===== src/rtl/alu_pkg.sv =====
// Shared constants for the ALU control path: control codes, opcodes,
// main-control ALU classes and the sequencer state type.
package alu_pkg;

  localparam logic [3:0] ALU_ADD = 4'b0000;
  localparam logic [3:0] ALU_SUB = 4'b0001;
  localparam logic [3:0] ALU_NOT = 4'b0010;
  localparam logic [3:0] ALU_SLL = 4'b0011;
  localparam logic [3:0] ALU_SRL = 4'b0100;
  localparam logic [3:0] ALU_AND = 4'b0101;
  localparam logic [3:0] ALU_OR  = 4'b0110;
  localparam logic [3:0] ALU_MUL = 4'b0111;
  localparam logic [3:0] ALU_XOR = 4'b1000;

  localparam logic [3:0] OP_ADD  = 4'b0010;
  localparam logic [3:0] OP_ADDI = 4'b0011;
  localparam logic [3:0] OP_SUB  = 4'b0100;
  localparam logic [3:0] OP_NOT  = 4'b0101;
  localparam logic [3:0] OP_SLL  = 4'b0110;
  localparam logic [3:0] OP_SRL  = 4'b0111;
  localparam logic [3:0] OP_AND  = 4'b1000;
  localparam logic [3:0] OP_OR   = 4'b1001;
  localparam logic [3:0] OP_MUL  = 4'b1010;
  localparam logic [3:0] OP_XOR  = 4'b1011;

  localparam logic [1:0] ALUOP_RTYPE = 2'b00;
  localparam logic [1:0] ALUOP_ADD   = 2'b01;
  localparam logic [1:0] ALUOP_SUB   = 2'b10;
  localparam logic [1:0] ALUOP_BAD   = 2'b11;

  typedef enum logic [1:0] {IDLE, BUSY, DONE} state_t;

endpackage


===== src/rtl/alu_ctrl_decode.sv =====
// Combinational {alu_op, opcode} -> ALU control code table.
module alu_ctrl_decode
  import alu_pkg::*;
#(
  parameter int ALUOP_W  = 2,
  parameter int OPCODE_W = 4,
  parameter int CTRL_W   = 4
) (
  input  logic [ALUOP_W-1:0]  alu_op,
  input  logic [OPCODE_W-1:0] opcode,
  output logic [CTRL_W-1:0]   code,
  output logic                multi_cycle,
  output logic                illegal
);

  logic [3:0] c;

  always_comb begin
    c           = ALU_ADD;
    multi_cycle = 1'b0;
    illegal     = 1'b0;
    if (alu_op == ALUOP_W'(ALUOP_SUB)) begin
      c = ALU_SUB;
    end else if (alu_op == ALUOP_W'(ALUOP_ADD)) begin
      c = ALU_ADD;
    end else if (alu_op == ALUOP_W'(ALUOP_RTYPE)) begin
      case (opcode)
        OPCODE_W'(OP_ADD), OPCODE_W'(OP_ADDI): c = ALU_ADD;
        OPCODE_W'(OP_SUB):                     c = ALU_SUB;
        OPCODE_W'(OP_NOT):                     c = ALU_NOT;
        OPCODE_W'(OP_SLL):                     c = ALU_SLL;
        OPCODE_W'(OP_SRL):                     c = ALU_SRL;
        OPCODE_W'(OP_AND):                     c = ALU_AND;
        OPCODE_W'(OP_OR):                      c = ALU_OR;
        OPCODE_W'(OP_MUL): begin
          c           = ALU_MUL;
          multi_cycle = 1'b1;
        end
        OPCODE_W'(OP_XOR):                     c = ALU_XOR;
        default:                               illegal = 1'b1;
      endcase
    end else begin
      illegal = 1'b1;
    end
  end

  assign code = CTRL_W'(c);

endmodule


===== src/rtl/alu_ctrl_seq.sv =====
// Registered ALU control sequencer: decodes ops with valid/ready on both
// sides and stretches MUL over MUL_LAT cycles while stalling upstream.
module alu_ctrl_seq
  import alu_pkg::*;
#(
  parameter int ALUOP_W  = 2,
  parameter int OPCODE_W = 4,
  parameter int CTRL_W   = 4,
  parameter int MUL_LAT  = 4
) (
  input  logic                clk,
  input  logic                rst_n,
  input  logic                flush,
  input  logic                in_valid,
  output logic                in_ready,
  input  logic [ALUOP_W-1:0]  alu_op,
  input  logic [OPCODE_W-1:0] opcode,
  output logic                out_valid,
  input  logic                out_ready,
  output logic [CTRL_W-1:0]   control,
  output logic                multi_cycle,
  output logic                illegal,
  output logic                busy
);

  localparam int CNT_W = $clog2(MUL_LAT + 1);
  localparam logic [CNT_W-1:0] CNT_LOAD = CNT_W'((MUL_LAT > 1) ? (MUL_LAT - 2) : 0);

  state_t             state;
  logic [CNT_W-1:0]   cnt;
  logic [CTRL_W-1:0]  dec_code;
  logic               dec_mul;
  logic               dec_ill;
  logic               accept;
  logic               go_busy;

  alu_ctrl_decode #(
    .ALUOP_W  (ALUOP_W),
    .OPCODE_W (OPCODE_W),
    .CTRL_W   (CTRL_W)
  ) u_decode (
    .alu_op      (alu_op),
    .opcode      (opcode),
    .code        (dec_code),
    .multi_cycle (dec_mul),
    .illegal     (dec_ill)
  );

  // rst_n gates in_ready so nothing is offered as accepted while in reset
  assign in_ready = rst_n && !flush &&
                    ((state == IDLE) || ((state == DONE) && out_ready));
  assign accept   = in_valid && in_ready;
  assign go_busy  = dec_mul && (MUL_LAT > 1);

  always_ff @(posedge clk or negedge rst_n) begin
    if (!rst_n) begin
      state       <= IDLE;
      cnt         <= '0;
      control     <= '0;
      out_valid   <= 1'b0;
      multi_cycle <= 1'b0;
      illegal     <= 1'b0;
      busy        <= 1'b0;
    end else if (flush) begin
      state       <= IDLE;
      cnt         <= '0;
      out_valid   <= 1'b0;
      multi_cycle <= 1'b0;
      illegal     <= 1'b0;
      busy        <= 1'b0;
    end else begin
      case (state)
        IDLE: ;
        BUSY: begin
          if (cnt == '0) begin
            state     <= DONE;
            busy      <= 1'b0;
            out_valid <= 1'b1;
          end else begin
            cnt <= cnt - CNT_W'(1);
          end
        end
        DONE: begin
          if (out_ready) begin
            state       <= IDLE;
            out_valid   <= 1'b0;
            multi_cycle <= 1'b0;
            illegal     <= 1'b0;
          end
        end
        default: state <= IDLE;
      endcase
      // A new op overrides the DONE->IDLE drain in the same cycle
      if (accept) begin
        control     <= dec_code;
        multi_cycle <= dec_mul;
        illegal     <= dec_ill;
        if (go_busy) begin
          state     <= BUSY;
          busy      <= 1'b1;
          out_valid <= 1'b0;
          cnt       <= CNT_LOAD;
        end else begin
          state     <= DONE;
          busy      <= 1'b0;
          out_valid <= 1'b1;
        end
      end
    end
  end

endmodule


===== config.mk =====
export PLATFORM = sky130hd
export DESIGN_NAME = alu_ctrl_seq
export DESIGN_NICKNAME = d
export VERILOG_FILES = /design/src/rtl/alu_pkg.sv /design/src/rtl/alu_ctrl_decode.sv /design/src/rtl/alu_ctrl_seq.sv
export SDC_FILE = /design/constraint.sdc
export NUM_CORES = 1
export LEC_CHECK = 0
export CORE_AREA = 2 2 50 52
export CTS_CLUSTER_DIAMETER = 30
export DETAILED_ROUTE_END_ITERATION = 10
export DIE_AREA = 0 0 52 54
export PLACE_DENSITY = 0.62
export REMOVE_ABC_BUFFERS = 1
export SYNTH_ARGS = -nofsm -noshare
export SYNTH_HDL_FRONTEND = slang
export SYNTH_HIERARCHICAL = 1
export SYNTH_SLANG_ARGS = --single-unit

===== constraint.sdc =====
create_clock -name clk -period 1.7 [get_ports clk]
set_clock_uncertainty 0.05 [all_clocks]
set_input_delay 0.17 -clock clk [delete_from_list [all_inputs] [get_ports clk]]
set_output_delay 0.17 -clock clk [all_outputs]
set_load 0.02 [all_outputs]

==> key figures, run 1 <==
Status
  • Outcome: completed

Clock network
  • CTS buffer count: 3
  • Root buffer cell: clkbuf_4
  • Cts hold-fix bufs: 0
  • Clock transition at the registers of the reported paths: 80 ps
  • Clock sinks: 13
  • Max H-tree Level: 1
  • CTS tree: built
  • Worst-Skew Late Latency: 280 ps
  • CTS max path bufs: 2

Pwr
  • Worst VDD drop: 269 µV
  • Power per standard cell area: 559 mW/mm²
  • Leak Pwr: 0.584 nW

Routing
  • Via density per instance: 4.87
  • Drt pass-1 iters: 2
  • Detail Route Antenna Nets: 0
  • DRT iter0 DRCs: 7
  • WL final: 1.85 mm
  • DR WL/cell: 12.1 µm
  • DR vias: 745
  • Drt drc: 0

Synth
  • Top-area cell type share of the netlist area: 0.363
  • Syn Inst Count: 88
  • Post-Syn Area: 896 µm²
  • Post-synthesis sequential area ratio: 0.363
  • FF+latch count, synth: 13
  • Count of cell types in the netlist: 32
  • Syn Area/Cell: 10.2 µm²
  • Top cell type by total area after synthesis: dfrtp_1
  • Synth warn: 6
  • Ranking of synthesized cells by area: dfrtp_1 (36%), ha_1 (13%), mux2_4 (6.7%)

Floorplanning
  • Io pins: 20
  • Initial core utilization: 0.386
  • Die ar.: 0.00281 mm²
  • Die span in y: 54 µm
  • Core box area: 0.00232 mm²
  • Die width: 52 µm
  • Cell Rows: 18

Worst setup path
  • Setup crit end kind: register
  • Cell Chain, Critical Path: inv_1 > ha_1 > a21oi_2 > nor3_4 > buf_6 > buf_4 > o31a_1
  • Worst Path Arrival: 1750 ps
  • RR Endpoint: state[1]
  • R2R setup slack: 70 ps
  • Setup CP Type: reg2reg
  • Slowest-stage cell, CP: dfrtp_1
  • R2R Path Start: state[0]
  • Crit-path max cell delay: 350 ps
  • Worst Setup Start Kind: register
  • Largest fanout on the critical path: 5
  • Worst-case reg-to-reg path depth: 7
  • Critical Path RT: 1820 ps

STA
  • # setup viols final: 0
  • Slew Viols, Final: 0
  • Fin crit period: 1630 ps
  • Fin crit share: 0.956
  • Final hold viol count: 0
  • Slew at the pin closest to its max-slew limit: 278 ps
  • Relative max-transition margin: 0.814
  • Fmax: 615 MHz
  • RSZ-0062 raised after global routing: yes

Layout
  • Fin nets: 144
  • Design area: 0.00126 mm²
  • Diodes inserted: 0
  • Most common cell after layout, fill and taps aside: clkdlybuf4s50_1
  • Fill count: 214
  • Most frequent cells in the layout: clkdlybuf4s50_1 (18), dfrtp_1 (13), buf_4 (13), inv_1 (11), ha_1 (8)
  • Layout cell share with drive strength beyond 1: 0.285
  • Final core utilization: 0.543
  • Area growth from synthesis to layout: 40.5%

Place
  • DP Area: 0.00120 mm²
  • Dpl hpwl: 1.47 mm
  • Port bufs: 19
  • GP Congestion: 0.805

Global route
  • Vias in the first global route: 758
  • GRT overflow: 0
  • Largest net degree at the start of global routing: 14
  • First-pass GRT wire length: 3.10 mm
  • Initial antenna violation count: 0
  • Gr usage total: 0.157

Min path
  • Hold Path Class: in2async

Flow run
  • Max cap viols: 0
==> Yosys cell counts <==
library cell  count
dfrtp_1          13
inv_1            11
ha_1              9
nand2_1           6
nor2_1            5
a21oi_1           4
mux2_4            4
a31o_1            3
nand3_1           3
nor3_2            3
a21o_1            2
buf_6             2
mux2i_1           2
nor2b_1           2
nor3_1            2
a2111oi_2         1
a211oi_1          1
a211oi_2          1
a21bo_2           1
a21boi_2          1
a21oi_2           1
a31oi_1           1
and2_1            1
nand3b_1          1
nor2_2            1
nor3b_1           1
o211ai_1          1
o21ai_0           1
o21ai_2           1
o22ai_1           1
o31a_1            1
xnor2_1           1
==> stage by stage <==
stage	hold WS [ps]	std cells	setup WS (ps)	power, mW	TNS, ps
after global placement	435	148	-47.2	0.504	-142
after global routing	237	153	-24.6	0.732	-25.2
after floorplan	-176	86	-126	0.412	-1130
after detailed placement	445	148	-52.7	0.509	-339
final	204	153	74.9	0.704	0
after CTS	229	152	-1.69	0.701	-1.69
==> kinds of logic after synthesis <==
group | after synthesis | synth area share
buffers and inverters | 13 | 0.0712
XOR/XNOR | 1 | 0.00978
flip-flops | 13 | 0.363
adder cells (fa/ha/maj) | 9 | 0.126
multiplexers | 6 | 0.0894
AND/OR/NAND/NOR | 25 | 0.152
AO/OA/AOI/OAI | 21 | 0.189
==> worst max-delay path by stage <==
stage               startpoint  endpoint  slack (ps)  cells after the start
finish                state[0]  state[1]          70                      7
detailed placement   out_ready  in_ready         -50                      4
floorplan             state[0]    cnt[0]        -130                      6
CTS                   state[0]  in_ready          -2                      5
global route          state[0]  state[1]         -20                      7
global placement     out_ready  in_ready         -50                      4
==> metal layers <==
metal | global-route usage | vias up | share of wire
li1 | - | 380 | -
met1 | 0.156 | 343 | 0.42
met4 | 0.105 | 0 | 0.028
met3 | 0.0250 | 5 | 0.027
met2 | 0.300 | 17 | 0.52
met5 | 0 | - | 0
==> timing repair <==
item,4_1_cts,5_1_grt
resized for setup,5,6
pin swaps,0,2
setup endpoints to repair,4,9
setup buffers,0,1
gates cloned,0,0
==> layout make-up <==
type,count,area (µm²),share of cell area
Multi-Input combinational cell,62,534,0.424
Sequential cell,13,325,0.258
Timing Repair Buffer,33,294,0.234
Inverter,11,41.3,0.0328
Tap cell,30,37.5,0.0298
Clock buffer,4,26.3,0.0209
==> state kept, by name, summed over array words and instances (netlist names) <==
register / flops
busy: 1
state: 2
cnt: 3
multi_cycle: 1
illegal: 1
out_valid: 1
control: 4
==> report_power, final <==
part / switching [mW] / internal, mW
sequential: 0.00750 / 0.321
clock: 0.106 / 0.0913
combinational: 0.0832 / 0.0950
==> critical path: cells and delay by family (launching register included) <==
kind,cells,cell delay [ps]
AO/OA/AOI/OAI,2,480
adder cells (fa/ha/maj),1,220
buffers and inverters,3,330
flip-flops,1,350
AND/OR/NAND/NOR,1,80
Power figures use the tool's default switching activity.
==> inputs of run 2 (changes only) <==
--- a/config.mk
+++ b/config.mk
@@ -5,10 +5,10 @@
 export SDC_FILE = /design/constraint.sdc
 export NUM_CORES = 1
 export LEC_CHECK = 0
-export CORE_AREA = 2 2 50 52
+export CORE_AREA = 8 8 56 58
 export CTS_CLUSTER_DIAMETER = 30
 export DETAILED_ROUTE_END_ITERATION = 10
-export DIE_AREA = 0 0 52 54
+export DIE_AREA = 0 0 64 66
 export PLACE_DENSITY = 0.62
 export REMOVE_ABC_BUFFERS = 1
 export SYNTH_ARGS = -nofsm -noshare
==> run 2 against run 1 <==
Against the previous run: routed wire length increased by 2.3%; final area down 0.20%; cell count unchanged; largest cell class unchanged; critical path type unchanged; global-route usage decreased by 6.2 points; combinational power about the same; count of clock-buffer cells in the layout fell by 1; maximum frequency increased by 0.37%; largest power group unchanged.
==> key figures, run 2 (synthesized netlist as in run 1, its figures left out) <==
Clock network
  • CTS tree: built
  • Clock transition at the registers of the reported paths: 80 ps
  • Max H-tree Level: 1
  • CTS buffer count: 3
  • Post-CTS Setup Inserts: 0
  • Clock sinks: 13
  • CTS max path bufs: 2
  • Worst-Skew Late Latency: 270 ps
  • Root buffer cell: clkbuf_4

Routing
  • DR WL/cell: 12.3 µm
  • WL final: 1.89 mm
  • Via density per instance: 4.86
  • Drt pass-1 iters: 2
  • Drt drc: 0
  • DRT iter0 DRCs: 6
  • Detail Route Antenna Nets: 0
  • DR vias: 743

Layout
  • Fill count: 220
  • Layout cell share with drive strength beyond 1: 0.293
  • Max FFs per register: 4
  • Fin nets: 144
  • Diodes inserted: 0
  • Biggest register: control
  • Area growth from synthesis to layout: 40.2%
  • Most common cell after layout, fill and taps aside: clkdlybuf4s50_1
  • Most frequent cells in the layout: clkdlybuf4s50_1 (18), buf_4 (14), dfrtp_1 (13), inv_1 (10), ha_1 (8)
  • Final core utilization: 0.542
  • Largest regs: control (4), cnt (3), state (2)
  • Post-Layout Cell Count: 153

Global route
  • Largest net degree at the start of global routing: 9
  • GRT overflow: 0
  • First-pass GRT wire length: 3.28 mm
  • Gr usage total: 0.0949
  • Initial antenna violation count: 0
  • Vias in the first global route: 822

STA
  • Slew at the pin closest to its max-slew limit: 263 ps
  • Worst setup margin: 80.9 ps
  • RSZ-0062 raised after global routing: yes
  • Fin crit period: 1620 ps
  • Fmax: 618 MHz
  • Fin crit share: 0.952
  • # setup viols final: 0
  • Slew Viols, Final: 0
  • Worst hold slack: 39.8 ps
  • Final hold viol count: 0
  • Relative max-transition margin: 0.824

Pwr
  • Pwr Total: 0.696 mW
  • Leak Pwr: 0.587 nW
  • Power per standard cell area: 554 mW/mm²
  • Worst VDD drop: 245 µV

Floorplanning
  • Io pins: 20
  • Die ar.: 0.00422 mm²
  • Die span in y: 66 µm
  • Core box area: 0.00232 mm²
  • Die width: 64 µm
  • Initial core utilization: 0.386
  • Cell Rows: 18

Worst setup path
  • R2R setup slack: 80 ps
  • Worst Setup Start Kind: register
  • Setup CP Type: reg2reg
  • Largest fanout on the critical path: 5
  • Setup crit end kind: register
  • Worst Path Arrival: 1740 ps
  • Critical Path RT: 1820 ps

Status
  • Outcome: completed

Min path
  • Hold Path Class: in2async

Place
  • Dpl cells: 149
  • GP Congestion: 0.781
  • Worst slack at placement: -73.2 ps
  • Dpl hpwl: 1.57 mm
  • Port bufs: 19

Flow run
  • Max cap viols: 0
-- run 2: cell types whose count changed in the layout (fill, tap and decap cells not counted), sizes merged --
cell,delta
clkbuf,-1
clkinv,+1
-- run 2: worst max-delay path, cell delays in order (launching register included) --
cell,delay (ps)
dfrtp_1,400
inv_2,60
ha_2,180
a21oi_2,80
nor3_4,270
buf_4,180
mux2_4,290
-- run 2: repair_timing --
item / 4_1_cts / 5_1_grt
resized for setup: 6 / 6
hold buffers: 0 / 0
endpoints found under the setup margin: 4 / 6
-- run 2: path summary, 6_finish.rpt --
path / cells past startpoint / to / start
setup reg to reg: 6 / control[0] / state[0]
min in group clk: 1 / busy / busy
hold / removal: 1 / busy / rst_n
hold reg to reg: 1 / busy / busy
setup / recovery: 6 / control[0] / state[0]
max in group asynchronous: 2 / control[3] / rst_n
-- run 2: through the flow --
stage               area, µm²  setup TNS, ps
floorplan                 873          -1130
global placement         1210           -200
detailed placement       1210           -426
CTS                      1230              0
global route             1260          -37.5
finish                   1260              0
-- run 2: per-layer routing --
metal / vias to the layer above / global-route usage / wire, µm / part of all wire
met4: 0 / 0.0585 / 34 / 0.018
li1: 377 / - / - / -
met3: 2 / 0.0136 / 69 / 0.037
met1: 350 / 0.0911 / 765 / 0.40
met5: - / 0 / 0 / 0
met2: 14 / 0.186 / 1020 / 0.54
-- run 2: where the power goes --
part / leakage [nW] / switching [mW] / total [mW] / internal, mW
clock network: 0.0177 / 0.103 / 0.191 / 0.0871
registers: 0.179 / 0.00640 / 0.327 / 0.321
logic: 0.390 / 0.0823 / 0.178 / 0.0961
total: 0.587 / 0.192 / 0.696 / 0.504
-- run 2: area by class of cell --
class,instances,area [µm²],area share
Clock buffer,3,22.5,0.0179
Clock inverter,1,5.00,0.00398
Inverter,11,41.3,0.0329
Multi-Input combinational cell,62,528,0.420
Sequential cell,13,325,0.259
Tap cell,30,37.5,0.0299
Timing Repair Buffer,33,297,0.236
==> inputs of run 3 (changes only) <==
--- a/config.mk
+++ b/config.mk
@@ -9,6 +9,7 @@
 export CTS_CLUSTER_DIAMETER = 30
 export DETAILED_ROUTE_END_ITERATION = 10
 export DIE_AREA = 0 0 64 66
+export GPL_ROUTABILITY_DRIVEN = 0
 export PLACE_DENSITY = 0.62
 export REMOVE_ABC_BUFFERS = 1
 export SYNTH_ARGS = -nofsm -noshare
==> results of run 3 <==
Same layout as run 2: the final DEF is identical, and so are final timing and power.
